File: config.mk
export PLATFORM = sky130hd
export DESIGN_NAME = dcache_direct_mapped_flat
export DESIGN_NICKNAME = d
export VERILOG_FILES = /design/src/rtl/dcache_direct_mapped_if.sv /design/src/rtl/dcache_direct_mapped.sv /design/src/flat_wrapper.sv
export SDC_FILE = /design/constraint.sdc
export NUM_CORES = 1
export LEC_CHECK = 0
export BUFFER_PORTS_ARGS = -buffer_cell sky130_fd_sc_hd__clkbuf_2
export CORE_MARGIN = 2
export CORE_UTILIZATION = 60
export CTS_CLUSTER_DIAMETER = 30
export DETAILED_ROUTE_END_ITERATION = 16
export PLACE_DENSITY = 0.8
export SLEW_MARGIN = 20
export SYNTH_ARGS = -nofsm -noshare
export SYNTH_HDL_FRONTEND = slang
export SYNTH_SLANG_ARGS = --single-unit
File: constraint.sdc
create_clock -name CLK -period 3.84 [get_ports CLK]
set_clock_uncertainty 0.15 [all_clocks]
set_input_delay 0.768 -clock CLK [delete_from_list [all_inputs] [get_ports CLK]]
set_output_delay 0.768 -clock CLK [all_outputs]
set_load 0.01 [all_outputs]
File: src/rtl/dcache_direct_mapped_if.sv
// CPU-side and memory-side signal bundle of the direct-mapped data cache.
// slave = cache view; master = CPU plus main-memory view.
interface dcache_direct_mapped_if;
  logic        READ;
  logic        WRITE;
  logic [7:0]  ADDRESS;
  logic [7:0]  WRITEDATA;
  logic [7:0]  READDATA;
  logic        BUSYWAIT;
  logic        MEM_READ;
  logic        MEM_WRITE;
  logic [5:0]  MEM_ADDRESS;
  logic [31:0] MEM_WRITEDATA;
  logic [31:0] MEM_READDATA;
  logic        MEM_BUSYWAIT;

  modport slave (
    input  READ, WRITE, ADDRESS, WRITEDATA, MEM_READDATA, MEM_BUSYWAIT,
    output READDATA, BUSYWAIT, MEM_READ, MEM_WRITE, MEM_ADDRESS, MEM_WRITEDATA
  );

  modport master (
    output READ, WRITE, ADDRESS, WRITEDATA, MEM_READDATA, MEM_BUSYWAIT,
    input  READDATA, BUSYWAIT, MEM_READ, MEM_WRITE, MEM_ADDRESS, MEM_WRITEDATA
  );
endinterface

File: src/rtl/dcache_direct_mapped.sv
// 8-entry direct-mapped, write-back, write-allocate byte cache over a
// 32-bit-block memory, with saturating hit/miss statistics.
module dcache_direct_mapped #(
  parameter int unsigned CNT_W = 16
) (
  input  logic                  CLK,
  input  logic                  RESET,
  dcache_direct_mapped_if.slave bus,
  output logic [CNT_W-1:0]      HIT_COUNT,
  output logic [CNT_W-1:0]      MISS_COUNT
);

  typedef enum logic [1:0] {S_IDLE, S_WRITEBACK, S_FETCH, S_UPDATE} state_t;

  state_t            state_q, state_d;
  logic [7:0]        valid_q, dirty_q;
  logic [2:0]        tag_q  [8];
  logic [31:0]       data_q [8];
  logic [7:0]        rdata_q;
  logic [5:0]        miss_addr_q;
  logic              replay_q;
  logic [CNT_W-1:0]  hit_cnt_q, miss_cnt_q;

  logic [2:0]  idx, mi;
  logic [1:0]  off;
  logic [31:0] blk;
  logic [7:0]  sel_byte;
  logic        req, hit, rd_hit, wr_hit, miss, fill_done;
  logic        mem_read, mem_write, busy;
  logic [5:0]  mem_addr;

  assign idx       = bus.ADDRESS[4:2];
  assign off       = bus.ADDRESS[1:0];
  assign mi        = miss_addr_q[2:0];
  assign blk       = data_q[idx];
  assign sel_byte  = blk[{off, 3'b000} +: 8];
  assign req       = bus.READ | bus.WRITE;
  assign hit       = valid_q[idx] && (tag_q[idx] == bus.ADDRESS[7:5]);
  assign rd_hit    = (state_q == S_IDLE) && bus.READ && !bus.WRITE && hit;
  assign wr_hit    = (state_q == S_IDLE) && bus.WRITE && hit;
  assign miss      = (state_q == S_IDLE) && req && !hit;
  assign fill_done = (state_q == S_FETCH) && !bus.MEM_BUSYWAIT;

  // The block address is latched on the miss so a transfer already under way
  // finishes coherently even if the CPU drops or changes its request.
  always_comb begin
    state_d   = state_q;
    mem_read  = 1'b0;
    mem_write = 1'b0;
    busy      = 1'b0;
    mem_addr  = miss_addr_q;
    case (state_q)
      S_IDLE: begin
        if (miss) begin
          busy    = 1'b1;
          state_d = (valid_q[idx] && dirty_q[idx]) ? S_WRITEBACK : S_FETCH;
        end
      end
      S_WRITEBACK: begin
        mem_write = 1'b1;
        busy      = 1'b1;
        mem_addr  = {tag_q[mi], mi};
        if (!bus.MEM_BUSYWAIT) state_d = S_FETCH;
      end
      S_FETCH: begin
        mem_read = 1'b1;
        busy     = 1'b1;
        if (!bus.MEM_BUSYWAIT) state_d = S_UPDATE;
      end
      S_UPDATE: begin
        busy    = 1'b1;
        state_d = S_IDLE;
      end
      default: state_d = S_IDLE;
    endcase
  end

  always_ff @(posedge CLK or negedge RESET) begin
    if (!RESET) begin
      state_q     <= S_IDLE;
      valid_q     <= '0;
      dirty_q     <= '0;
      rdata_q     <= '0;
      miss_addr_q <= '0;
      replay_q    <= 1'b0;
      hit_cnt_q   <= '0;
      miss_cnt_q  <= '0;
    end else begin
      state_q  <= state_d;
      replay_q <= (state_q == S_UPDATE);
      if (miss) begin
        miss_addr_q <= bus.ADDRESS[7:2];
        if (miss_cnt_q != '1) miss_cnt_q <= miss_cnt_q + CNT_W'(1);
      end
      if ((rd_hit || wr_hit) && !replay_q && (hit_cnt_q != '1))
        hit_cnt_q <= hit_cnt_q + CNT_W'(1);
      if (rd_hit) rdata_q <= sel_byte;
      if (wr_hit) dirty_q[idx] <= 1'b1;
      if (fill_done) begin
        valid_q[mi] <= 1'b1;
        dirty_q[mi] <= 1'b0;
      end
    end
  end

  always_ff @(posedge CLK) begin
    if (fill_done) begin
      data_q[mi] <= bus.MEM_READDATA;
      tag_q[mi]  <= miss_addr_q[5:3];
    end else if (wr_hit) begin
      data_q[idx][{off, 3'b000} +: 8] <= bus.WRITEDATA;
    end
  end

  assign bus.READDATA      = rd_hit ? sel_byte : rdata_q;
  assign bus.BUSYWAIT      = busy & RESET;
  assign bus.MEM_READ      = mem_read;
  assign bus.MEM_WRITE     = mem_write;
  assign bus.MEM_ADDRESS   = mem_addr;
  assign bus.MEM_WRITEDATA = data_q[mi];
  assign HIT_COUNT         = hit_cnt_q;
  assign MISS_COUNT        = miss_cnt_q;

endmodule

File: src/flat_wrapper.sv
// flat-port wrapper written by rule: the top's interface ports become plain ports
module dcache_direct_mapped_flat 
#(
  parameter int unsigned CNT_W = 16
)
  (CLK, RESET, HIT_COUNT, MISS_COUNT, bus_READ, bus_WRITE, bus_ADDRESS, bus_WRITEDATA, bus_MEM_READDATA, bus_MEM_BUSYWAIT, bus_READDATA, bus_BUSYWAIT, bus_MEM_READ, bus_MEM_WRITE, bus_MEM_ADDRESS, bus_MEM_WRITEDATA);
  dcache_direct_mapped_if bus_i ();
  input  logic CLK;
  input  logic RESET;
  output logic [CNT_W-1:0] HIT_COUNT;
  output logic [CNT_W-1:0] MISS_COUNT;
  input wire logic [$bits(bus_i.READ)-1:0] bus_READ;
  input wire logic [$bits(bus_i.WRITE)-1:0] bus_WRITE;
  input wire logic [$bits(bus_i.ADDRESS)-1:0] bus_ADDRESS;
  input wire logic [$bits(bus_i.WRITEDATA)-1:0] bus_WRITEDATA;
  input wire logic [$bits(bus_i.MEM_READDATA)-1:0] bus_MEM_READDATA;
  input wire logic [$bits(bus_i.MEM_BUSYWAIT)-1:0] bus_MEM_BUSYWAIT;
  output wire logic [$bits(bus_i.READDATA)-1:0] bus_READDATA;
  output wire logic [$bits(bus_i.BUSYWAIT)-1:0] bus_BUSYWAIT;
  output wire logic [$bits(bus_i.MEM_READ)-1:0] bus_MEM_READ;
  output wire logic [$bits(bus_i.MEM_WRITE)-1:0] bus_MEM_WRITE;
  output wire logic [$bits(bus_i.MEM_ADDRESS)-1:0] bus_MEM_ADDRESS;
  output wire logic [$bits(bus_i.MEM_WRITEDATA)-1:0] bus_MEM_WRITEDATA;
  assign bus_i.READ = bus_READ;
  assign bus_i.WRITE = bus_WRITE;
  assign bus_i.ADDRESS = bus_ADDRESS;
  assign bus_i.WRITEDATA = bus_WRITEDATA;
  assign bus_i.MEM_READDATA = bus_MEM_READDATA;
  assign bus_i.MEM_BUSYWAIT = bus_MEM_BUSYWAIT;
  assign bus_READDATA = bus_i.READDATA;
  assign bus_BUSYWAIT = bus_i.BUSYWAIT;
  assign bus_MEM_READ = bus_i.MEM_READ;
  assign bus_MEM_WRITE = bus_i.MEM_WRITE;
  assign bus_MEM_ADDRESS = bus_i.MEM_ADDRESS;
  assign bus_MEM_WRITEDATA = bus_i.MEM_WRITEDATA;
  dcache_direct_mapped #(.CNT_W(CNT_W)) u_core (.CLK(CLK), .RESET(RESET), .bus(bus_i), .HIT_COUNT(HIT_COUNT), .MISS_COUNT(MISS_COUNT));
endmodule
==> summary.md, run 1 <==
| Metric | Value |
|---|---|
| Die area | `28600 um^2` |
| Mean Syn Cell Area | `roughly 13 um^2` |
| Power per cell area | `698 nW/um^2` |
| Fin area | `21000 um^2` |
| Most used DFF post-synth | `edfxtp_1` |
| Initial antenna violation count | `1` |
| Cell depth of the worst flop-to-flop path | `11` |
| Slowest stage delay, CP | `590 ps` |
| I/O Pins | `134` |
| Fmax achieved | `257 MHz` |
| Cell depth of the worst setup path | `10` |
| Routed length per instance | `28.7 um` |
| Placeable Area | `26900 um^2` |
| FF+latch count, synth | `345` |
| Final-layout fill cell count | `1429` |
| Layout Utilization | `78.1%` |
| First-pass GRT wire length | `80.3 mm` |
| Post-synth top area share | `51.4%` |
| Max_cap viols | `0` |
| DR pass1 iterations | `6` |
| Vias | `~14k` |
| Syn Nets | `1315` |
| Synth Area in XOR/XNOR | `1.55%` |
| Fin worst setup slack | `-47.7 ps` |
| Post-Synth Simple-Gate Area | `8.56%` |
| Worst hold slack | `269 ps` |
| Final wirelength | `55.6 mm` |
| Initial Utilization | `60.8%` |
| Clock Sinks | `approximately 350` |
| Avg Vias per Cell | `7.13` |
| CTS tree | `built` |
| CP delay by family, top | `compound AO/OA/AOI/OAI gates` |
| Largest net degree at the start of global routing | `66` |
| Synth-to-Final Area Change | `28.5%` |
| Asr flop ratio synth | `between 10% and 20%` |
| Post-synth top area cell | `edfxtp_1` |
| Fin crit share | `101%` |
| DRT iter0 DRCs | `~2.4k` |
| Pre-CTS setup slack | `-153 ps` |
| Largest family of logic cells by synthesized area | `compound AO/OA/AOI/OAI gates` |
| Detailed-route DRC error count | `0` |
| Die span in y | `around 170 um` |
| Die X | `roughly 170 um` |
| Failing checks | `setup timing` |
| Share of cells above drive strength 1 | `33.6%` |
| Post-synth cell types | `67` |
| Sequential area share after synthesis | `~60%` |
| Cells after Synth | `1251` |
| Port-buffer cells | `133` |
| Area contributors post-synth | `edfxtp_1, dfrtp_1, a22oi_1` |
| Slew Viols, Final | `0` |
| Worst EP required | `~2900 ps` |
| Worst path buffer plus inverter count | `5` |
| Multiplexer share of the synthesized area | `9.13%` |
| Max IR drop VDD | `0.000584 V` |
| Arrival time at the worst endpoint | `2970 ps` |
| Lkg Pwr | `8.03 nW` |
| CTS Root Cell | `clkbuf_16` |
| Min Tclk post-route | `3890 ps` |
| EDFF count, synth | `280` |
| DP Area | `18400 um^2` |
| Detail Placement HPWL | `33.8 mm` |
| Final Hold Fails | `0` |
| Worst slew pin tran | `1010 ps` |
| Status | `complete, but fails checks` |
| Crit end category | `output port` |
| Max_slew headroom | `32.4%` |
| Endpoints failing setup | `1` |
| Nets | `1608` |
| CTS buffer count | `70` |
| TNS Setup | `-47.7 ps` |
| Maximum fanout along the worst path | `10` |
| Clock buffer depth | `3` |
| Gpl congestion | `a little over 0.9` |
| Worst-Skew Late Latency | `600 ps` |
| Clock-pin slew on the worst setup and hold paths | `~60 ps` |
| Compound-Gate Fraction of Synth Area | `between 10% and 20%` |
| Adder-Cell Fraction of Synth Area | `0.842%` |
| H-tree depth | `3` |
| Grt ovf | `0` |
| GRT Overall Usage | `about two fifths` |
| CP max stage cell | `o32ai_1` |
| Mapped Area | `16300 um^2` |
| # rows | `60` |
| HP Class | `primary input to asynchronous set/reset pin` |
| Post-route ant nets | `0` |
| Critical path startpoint category | `primary input` |
| Crit-path cells | `buf_6 -> buf_12 -> buf_4 -> nor2b_4 -> buf_4 -> a221o_1 -> o32ai_1 -> o32ai_1 -> mux2_4 -> clkbuf_2` |
| Synth Warn # | `0` |
| Vias in the first global route | `about 14k` |
| Critical path class | `primary input to output port` |
cell families after synthesis:
kind of cell / Yosys count
AND/OR/NAND/NOR: 275
flip-flops: 345
adder cells (fa/ha/maj): 11
buffers and inverters: 137
XOR/XNOR: 29
multiplexers: 117
AO/OA/AOI/OAI: 337
power breakdown:
| part | switching (mW) | internal, mW |
|---|---|---|
| registers | 0.375 | 4.56 |
| clock network | 2.10 | 3.73 |
| logic | 2.43 | 1.45 |
synth_stat cells (8+ instances only):
cell	count
a21oi_1	30
a221oi_1	13
a22o_1	11
a22oi_1	157
a31oi_1	10
and3_1	8
buf_2	13
buf_6	8
clkbuf_1	56
dfrtp_1	65
edfxtp_1	280
ha_1	11
inv_1	48
mux2_2	45
mux2i_1	43
mux4_2	17
nand2_1	40
nand3_1	59
nand4_1	41
nor2_1	72
nor2b_1	10
o21ai_0	58
o22ai_1	11
or2_2	8
xnor2_1	27
through the flow:
step	instances	power, mW
2_1_floorplan	1251	6.89
3_3_place_gp	1806	8.51
3_5_place_dp	1806	8.60
4_1_cts	1931	14.5
5_1_grt	1938	15.0
6_report	1939	14.6
what timing repair did:
action,in CTS,in global routing
buffers inserted,0,4
setup endpoints to repair,9,8
cloned,0,3
pin swaps,0,2
hold buffers,0,0
resized for setup,7,35
final timing paths:
check,startpoint,end,slack [ps]
worst max-delay path,bus_ADDRESS[3],bus_READDATA[6],-50
worst min-delay path,RESET,u_core.rdata_q[2],270
worst max register to register,u_core.tag_q[2][0],u_core.data_q[1][15],450
worst min register to register,u_core.valid_q[5],u_core.valid_q[5],320
max in group asynchronous,RESET,u_core.miss_addr_q[0],2660
min in group CLK,u_core.valid_q[5],u_core.valid_q[5],320
cells in the final DEF (no fill, tap or decap), drive strengths merged, types with 7 or more instances in the layout:
cell,Yosys,final
mux2,51,51
nand2,40,40
and3,9,9
mux2i,49,49
clkinv,0,24
xnor2,27,27
a22oi,157,157
nand4,41,41
o21ai,59,59
nor2,73,73
clkbuf,57,216
or2,9,9
o22ai,11,11
nor2b,10,10
a221oi,13,13
a21oi,31,31
inv,48,54
ha,11,11
nand3,59,59
buf,32,177
dfrtp,65,65
a31oi,12,12
clkinvlp,0,8
nor3,7,7
a22o,11,11
mux4,17,17
edfxtp,280,280
routing by layer:
metal  up-vias  GRT usage, %  share of wire, %
li1       5529             -                 -
met1      6538          46.7                33
met2      1416          58.9                45
met3       351          12.0                15
met4         0          24.2               7.1
met5         -             0                 0
state kept, by name, indices dropped and copies added, names as in the netlist:
| name | cells |
|---|---|
| u_core.rdata_q | 8 |
| u_core.state_q | 2 |
| u_core.miss_addr_q | 6 |
| u_core.MISS_COUNT | 16 |
| u_core.valid_q | 8 |
| u_core.replay_q | 1 |
| u_core.HIT_COUNT | 16 |
| u_core.tag_q | 24 |
| u_core.dirty_q | 8 |
| u_core.data_q | 256 |
area by class of cell:
type | count | area (um^2) | area share (%)
Sequential cell | 345 | 10000 | 47.8
Multi-Input combinational cell | 769 | 5790 | 27.6
Timing Repair Buffer | 310 | 2240 | 10.7
Clock buffer | 83 | 1830 | 8.72
Clock inverter | 42 | 490 | 2.34
Tap cell | 341 | 427 | 2.03
Inverter | 48 | 180 | 0.858
Antenna cell | 1 | 2.50 | 0.0119
No activity file was read; power rests on OpenSTA's default activity.
==> run 2: changes to the inputs <==
BUFFER_PORTS_ARGS = -buffer_cell sky130_fd_sc_hd__buf_2   (was -buffer_cell sky130_fd_sc_hd__clkbuf_2)
==> summary.md, run 2 (same netlist as run 1, synthesis figures left out) <==
| Metric | Value |
|---|---|
| Status | `complete, but fails checks` |
| Failing checks | `setup timing` |
| Biggest regs | `u_core.data_q (256), u_core.tag_q (24)` |
| Reg-to-Reg End | `u_core.data_q[6][0]` |
| Placeable Area | `26900 um^2 (unchanged)` |
| Post-route ant nets | `0 (unchanged)` |
| Max_cap viols | `0 (unchanged)` |
| Reg2reg start | `u_core.tag_q[1][0]` |
| Endpoints failing setup | `2 (+1)` |
| Most common cell after layout, fill and taps aside | `edfxtp_1` |
| Final wirelength | `53.0 mm (-4.7%)` |
| Final-layout fill cell count | `1530 (+7.1%)` |
| Power per cell area | `683 nW/um^2 (-2.1%)` |
| CTS tree | `built` |
| Crit path launch | `bus_ADDRESS[4]` |
| Min Tclk post-route | `3860 ps (-30.1 ps)` |
| Avg Vias per Cell | `7.02 (-1.7%)` |
| Fin worst setup slack | `-17.6 ps (+30.1 ps)` |
| Detail Placement HPWL | `32.7 mm (-3.0%)` |
| Die X | `169 um (unchanged)` |
| HP Class | `primary input to asynchronous set/reset pin` |
| Routed length per instance | `27.8 um (-3.1%)` |
| Antenna Cells | `0 (-1)` |
| Initial Utilization | `60.8% (unchanged)` |
| Port-buffer cells | `133 (unchanged)` |
| I/O Pins | `134 (unchanged)` |
| Initial antenna violation count | `0 (-1)` |
| Vias | `13.4k (-3.3%)` |
| Grt ovf | `0 (unchanged)` |
| Largest register FFs | `256 (unchanged)` |
| Worst hold slack | `270 ps (+0.982 ps)` |
| Crit-path cells | `clkbuf_4 -> nand2b_4 -> buf_4 -> nor2_1 -> a21oi_1 -> o21ai_0 -> o21ai_0 -> o21ai_0 -> buf_4 -> mux2_4 -> buf_2` |
| Fmax achieved | `259 MHz (+0.78%)` |
| Slew Viols, Final | `0 (unchanged)` |
| Largest net degree at the start of global routing | `66 (unchanged)` |
| Max IR drop VDD | `0.000436 V (-25%)` |
| Synth-to-Final Area Change | `25.6%` |
| Clock buffer depth | `3 (unchanged)` |
| Worst EP required | `2920 ps (about the same)` |
| Crit end category | `output port` |
| First-pass GRT wire length | `77.2 mm (-3.8%)` |
| Clock-pin slew on the worst setup and hold paths | `50 ps (about the same)` |
| Commonest non-fill, non-tap cells in the layout | `edfxtp_1, a22oi_1, buf_4, buf_2, nor2_1` |
| Share of cells above drive strength 1 | `32.1% (-1.5 points)` |
| Cell mode on critical path | `o21ai_0` |
| Arrival time at the worst endpoint | `2940 ps (-30 ps)` |
| Gpl congestion | `0.921 (-0.55%)` |
| Worst slew pin tran | `1040 ps (+24.5 ps)` |
| Vias in the first global route | `13.3k (-3.1%)` |
| R2R setup slack | `630 ps (+180 ps)` |
| Net Switching | `4.62 mW (-5.9%)` |
| Clk pwr share | `37.9% (-1.9 points)` |
| Maximum fanout along the worst path | `6 (-4)` |
| Worst-Skew Late Latency | `590 ps (about the same)` |
| Final Hold Fails | `0 (unchanged)` |
| CTS buffer count | `61 (-13%)` |
| Die span in y | `169 um (unchanged)` |
| Critical path startpoint category | `primary input` |
| Combinational fraction of design power | `27.0% (+0.5 points)` |
| Critical path class | `primary input to output port` |
| Largest Register | `u_core.data_q` |
| Cell depth of the worst flop-to-flop path | `10 (-1)` |
| Max_slew headroom | `30.3% (-2.1 points)` |
| H-tree depth | `2 (-1)` |
| # rows | `60 (unchanged)` |
| GRT Overall Usage | `36.2% (-1.8 points)` |
| Die area | `28600 um^2 (unchanged)` |
| CP max stage cell | `nor2_1` |
| Nets | `1580 (-1.7%)` |
| Slowest stage delay, CP | `480 ps (-110 ps)` |
| Clock Sinks | `345 (unchanged)` |
| Switch share | `32.9% (-0.55 points)` |
| CTS Root Cell | `clkbuf_16` |
| Internal | `9.40 mW (-3.5%)` |
| Fin crit share | `100% (-0.78 points)` |
| Detailed-route DRC error count | `0 (unchanged)` |
| DR pass1 iterations | `6 (unchanged)` |
| DRT iter0 DRCs | `2345 (-1.3%)` |
| Placed cell count | `1789 (-0.94%)` |
| Final cell count without fillers | `1906 (-1.7%)` |
| Sequential Power Share | `35.1% (+1.4 points)` |
| Lkg Pwr | `7.82 nW (-2.6%)` |
==> run 2: changes by cell type in the layout (fill, tap and decap cells not counted), sizes merged, moves of 2 or more <==
cell,change
bufinv,+2
inv,+5
clkinv,-9
buf,+112
clkbuf,-141
==> run 2: worst max-delay path by stage <==
| stage | to | slack (ps) |
|---|---|---|
| after floorplan | bus_READDATA[0] | 230 |
| after global placement | bus_READDATA[4] | -60 |
| after detailed placement | bus_READDATA[4] | -100 |
| after CTS | bus_READDATA[5] | 20 |
| after global routing | bus_READDATA[1] | -30 |
| final | bus_READDATA[4] | -20 |
==> run 2: layout make-up <==
| cell class | count | area, um^2 | share of cell area, % |
|---|---|---|---|
| Multi-Input combinational cell | 769 | 5770 | 28.1 |
| Tap cell | 341 | 427 | 2.08 |
| Timing Repair Buffer | 291 | 2080 | 10.1 |
| Inverter | 48 | 180 | 0.878 |
| Clock buffer | 73 | 1610 | 7.86 |
| Sequential cell | 345 | 10000 | 48.9 |
| Clock inverter | 39 | 420 | 2.05 |
==> run 2: metrics by stage <==
stage | power [mW] | worst slack [ps] | util, % | setup TNS, ps | area, um^2
2_1_floorplan | 6.89 | 230 | - | 0 | 16300
3_3_place_gp | 8.46 | -63.4 | 68.1 | -157 | 18300
3_5_place_dp | 8.55 | -101 | 68.1 | -3000 | 18300
4_1_cts | 13.8 | 20.3 | 75.8 | 0 | 20400
5_1_grt | 14.4 | -27.4 | 76.4 | -42.8 | 20500
6_report | 14.0 | -17.6 | 76.4 | -22.9 | 20500
==> run 2: critical path, delay by kind of cell <==
kind | cells | cell delay (ps)
AO/OA/AOI/OAI | 4 | 690
buffers and inverters | 4 | 630
multiplexers | 1 | 140
AND/OR/NAND/NOR | 2 | 690
==> run 2: power groups by stage <==
stage	clock network (mW)	logic (mW)	registers, mW
after global routing	5.49	3.95	4.96
after CTS	5.30	3.65	4.89
after global placement	0	3.53	4.93
after floorplan	0	2.09	4.80
final	5.31	3.78	4.92
after detailed placement	0	3.60	4.95
==> run 2: routing by layer <==
layer	vias to the layer above	part of all wire, %	global-route usage (%)
met5	-	0	0
met1	6422	35	46.9
met2	1218	46	57.6
met4	0	4.9	18.5
li1	5484	-	-
met3	249	14	8.74
==> run 2: what timing repair did <==
| action | in CTS | in global routing |
|---|---|---|
| hold buffers | 0 | 0 |
| buffers inserted | 0 | 4 |
| pin swaps | 0 | 1 |
| gates resized for setup | 11 | 23 |
| setup endpoints to repair | 8 | 24 |
| cloned | 0 | 1 |
==> run 3: changes to the inputs <==
PLACE_DENSITY = 0.79   (was 0.8)
RECOVER_POWER = 25   (was not set)
==> summary.md, run 3 (same netlist as run 1, synthesis figures left out) <==
| Metric | Value |
|---|---|
| Share of cells above drive strength 1 | `30.9% (-1.2 points)` |
| Initial Utilization | `60.8% (unchanged)` |
| Pre-CTS setup slack | `-101 ps (-0.0430 ps)` |
| CTS Root Cell | `clkbuf_16` |
| RSZ-0062 raised after global routing | `true` |
| Biggest regs | `u_core.data_q (256), u_core.tag_q (24)` |
| Failing checks | `capacitance limit, slew limit, setup timing` |
| Tot Pwr | `15.0 mW (+6.7%)` |
| Area of the multi-input gates | `5840 um^2 (+1.2%)` |
| Fin crit share | `102% (+1.5 points)` |
| Min Tclk post-route | `3910 ps (+57.0 ps)` |
| Routed length per instance | `28.2 um (+1.6%)` |
| CTS buffer count | `70 (+15%)` |
| Crit-path cells | `buf_8 -> buf_12 -> mux2i_1 -> o22ai_2 -> o21a_1 -> o22a_1 -> and3_4 -> and3b_2 -> buf_12 -> mux2_4 -> buf_2` |
| Fmax achieved | `255 MHz (-1.5%)` |
| Max IR drop VDD | `0.000409 V (-6.4%)` |
| Lkg Pwr | `7.88 nW (+0.74%)` |
| GRT Overall Usage | `37.3% (+1.1 points)` |
| Nets | `1591 (+0.70%)` |
| Placeable Area | `26900 um^2 (unchanged)` |
| Slowest stage delay, CP | `310 ps (-170 ps)` |
| Final Hold Fails | `0 (unchanged)` |
| Power per cell area | `713 nW/um^2 (+4.4%)` |
| H-tree depth | `3 (+1)` |
| Initial antenna violation count | `1 (+1)` |
| TNS Setup | `-362 ps (-339 ps)` |
| HP Start | `u_core.valid_q[5]` |
| Detailed-route DRC error count | `0 (unchanged)` |
| Port-buffer cells | `133 (unchanged)` |
| Synth-to-Final Area Change | `28.4%` |
| Largest net degree at the start of global routing | `66 (unchanged)` |
| Max_slew headroom | `-13.2% (-44 points)` |
| Cell mode on critical path | `buf_12` |
| Crit end category | `output port` |
| Largest register FFs | `256 (unchanged)` |
| Clock Sinks | `345 (unchanged)` |
| CTS tree | `built` |
| Clock buffer depth | `3 (unchanged)` |
| Status | `complete, but fails checks` |
| Detail Placement HPWL | `32.8 mm (+0.18%)` |
| Max_cap viols | `1 (+1)` |
| DR pass1 iterations | `6 (unchanged)` |
| Arrival time at the worst endpoint | `3000 ps (+60 ps)` |
| Largest Register | `u_core.data_q` |
| Gpl congestion | `0.992 (+7.8%)` |
| Worst EP required | `2920 ps (about the same)` |
| Worst-Skew Late Latency | `570 ps (-20 ps)` |
| Endpoints failing setup | `6 (+4)` |
| Die span in y | `169 um (unchanged)` |
| Reg area | `10000 um^2 (unchanged)` |
| Commonest non-fill, non-tap cells in the layout | `edfxtp_1, a22oi_1, buf_4, buf_2, clkbuf_16` |
| Vias in the first global route | `13.6k (+1.9%)` |
| # rows | `60 (unchanged)` |
| I/O Pins | `134 (unchanged)` |
| Die X | `169 um (unchanged)` |
| Avg Vias per Cell | `7.11 (+1.3%)` |
| Post-CTS Hold Fix Bufs | `0 (unchanged)` |
| Maximum fanout along the worst path | `10 (+4)` |
| Critical path startpoint category | `primary input` |
| Fin worst setup slack | `-74.6 ps (-57.0 ps)` |
| HP Class | `flip-flop to flip-flop` |
| Clock-pin slew on the worst setup and hold paths | `50 ps (about the same)` |
| Crit path launch | `bus_ADDRESS[2]` |
| Slew Viols, Final | `66 (+66)` |
| Critical path class | `primary input to output port` |
| Vias | `13.7k (+2.2%)` |
| Most common cell after layout, fill and taps aside | `edfxtp_1` |
| Worst slew pin tran | `1700 ps (+664 ps)` |
| Die area | `28600 um^2 (unchanged)` |
| Final wirelength | `54.4 mm (+2.5%)` |
| Final-layout fill cell count | `1493 (-2.4%)` |
| Grt ovf | `0 (unchanged)` |
| Reg2reg start | `u_core.tag_q[0][2]` |
| CP max stage cell | `mux2i_1` |
| DRT iter0 DRCs | `2500 (+6.6%)` |
| First-pass GRT wire length | `79.0 mm (+2.3%)` |
| Post-route ant nets | `0 (unchanged)` |
-- run 3: routing by layer --
layer / part of all wire [%] / wire (um) / up-vias / track usage (%)
li1: - / - / 5515 / -
met1: 34 / 18600 / 6508 / 47.2
met2: 45 / 24600 / 1350 / 57.9
met3: 14 / 7740 / 296 / 10.7
met4: 6.1 / 3330 / 2 / 22.1
met5: 0.018 / 10 / - / 0
-- run 3: final timing paths --
kind	depth (start not counted)	slack, ps	to
setup reg to reg	11	330	u_core.data_q[7][6]
max in group asynchronous	2	1730	u_core.miss_addr_q[0]
min in group asynchronous	2	690	u_core.rdata_q[0]
setup / recovery	11	-70	bus_READDATA[3]
hold reg to reg	1	330	u_core.valid_q[5]
hold / removal	1	330	u_core.valid_q[5]
-- run 3: timing repair --
item                                    4_1_cts  5_1_grt
buffers inserted                              1        3
resized for setup                            14       44
pin swaps                                     2        8
gates cloned                                  0        1
endpoints found under the setup margin        8        9
-- run 3: report_power, final --
| part | leakage, nW | internal [mW] | switching [mW] |
|---|---|---|---|
| Sequential | 3.36 | 4.56 | 0.367 |
| Clock | 1.17 | 4.12 | 2.03 |
| Combinational | 3.35 | 1.47 | 2.41 |
-- run 3: worst max-delay path, delay by kind of cell --
kind / cells / cell delay, ps
AOI/OAI and AO/OA: 3 / 580
buffers and inverters: 4 / 610
muxes: 2 / 610
and+or+nand+nor: 2 / 410
-- run 3: metrics by stage --
| stage | utilization [%] | area, um^2 | std cells | hold WS, ps |
|---|---|---|---|---|
| 2_1_floorplan | - | 16300 | 1251 | 289 |
| 3_3_place_gp | 68.2 | 18300 | 1791 | 304 |
| 3_5_place_dp | 68.2 | 18300 | 1791 | 302 |
| 4_1_cts | 77.4 | 20800 | 1919 | 321 |
| 5_1_grt | 78.1 | 21000 | 1923 | 339 |
| 6_report | 78.1 | 21000 | 1924 | 327 |
-- run 3: cell type report --
cell class | count | share of cell area (%)
multi-input cells | 769 | 27.8
diodes | 1 | 0.0119
clock inverters | 42 | 2.52
repair buffers | 293 | 9.95
flip-flops and latches | 345 | 47.8
inverters | 48 | 0.859
clock buffers | 85 | 8.97
well taps | 341 | 2.03
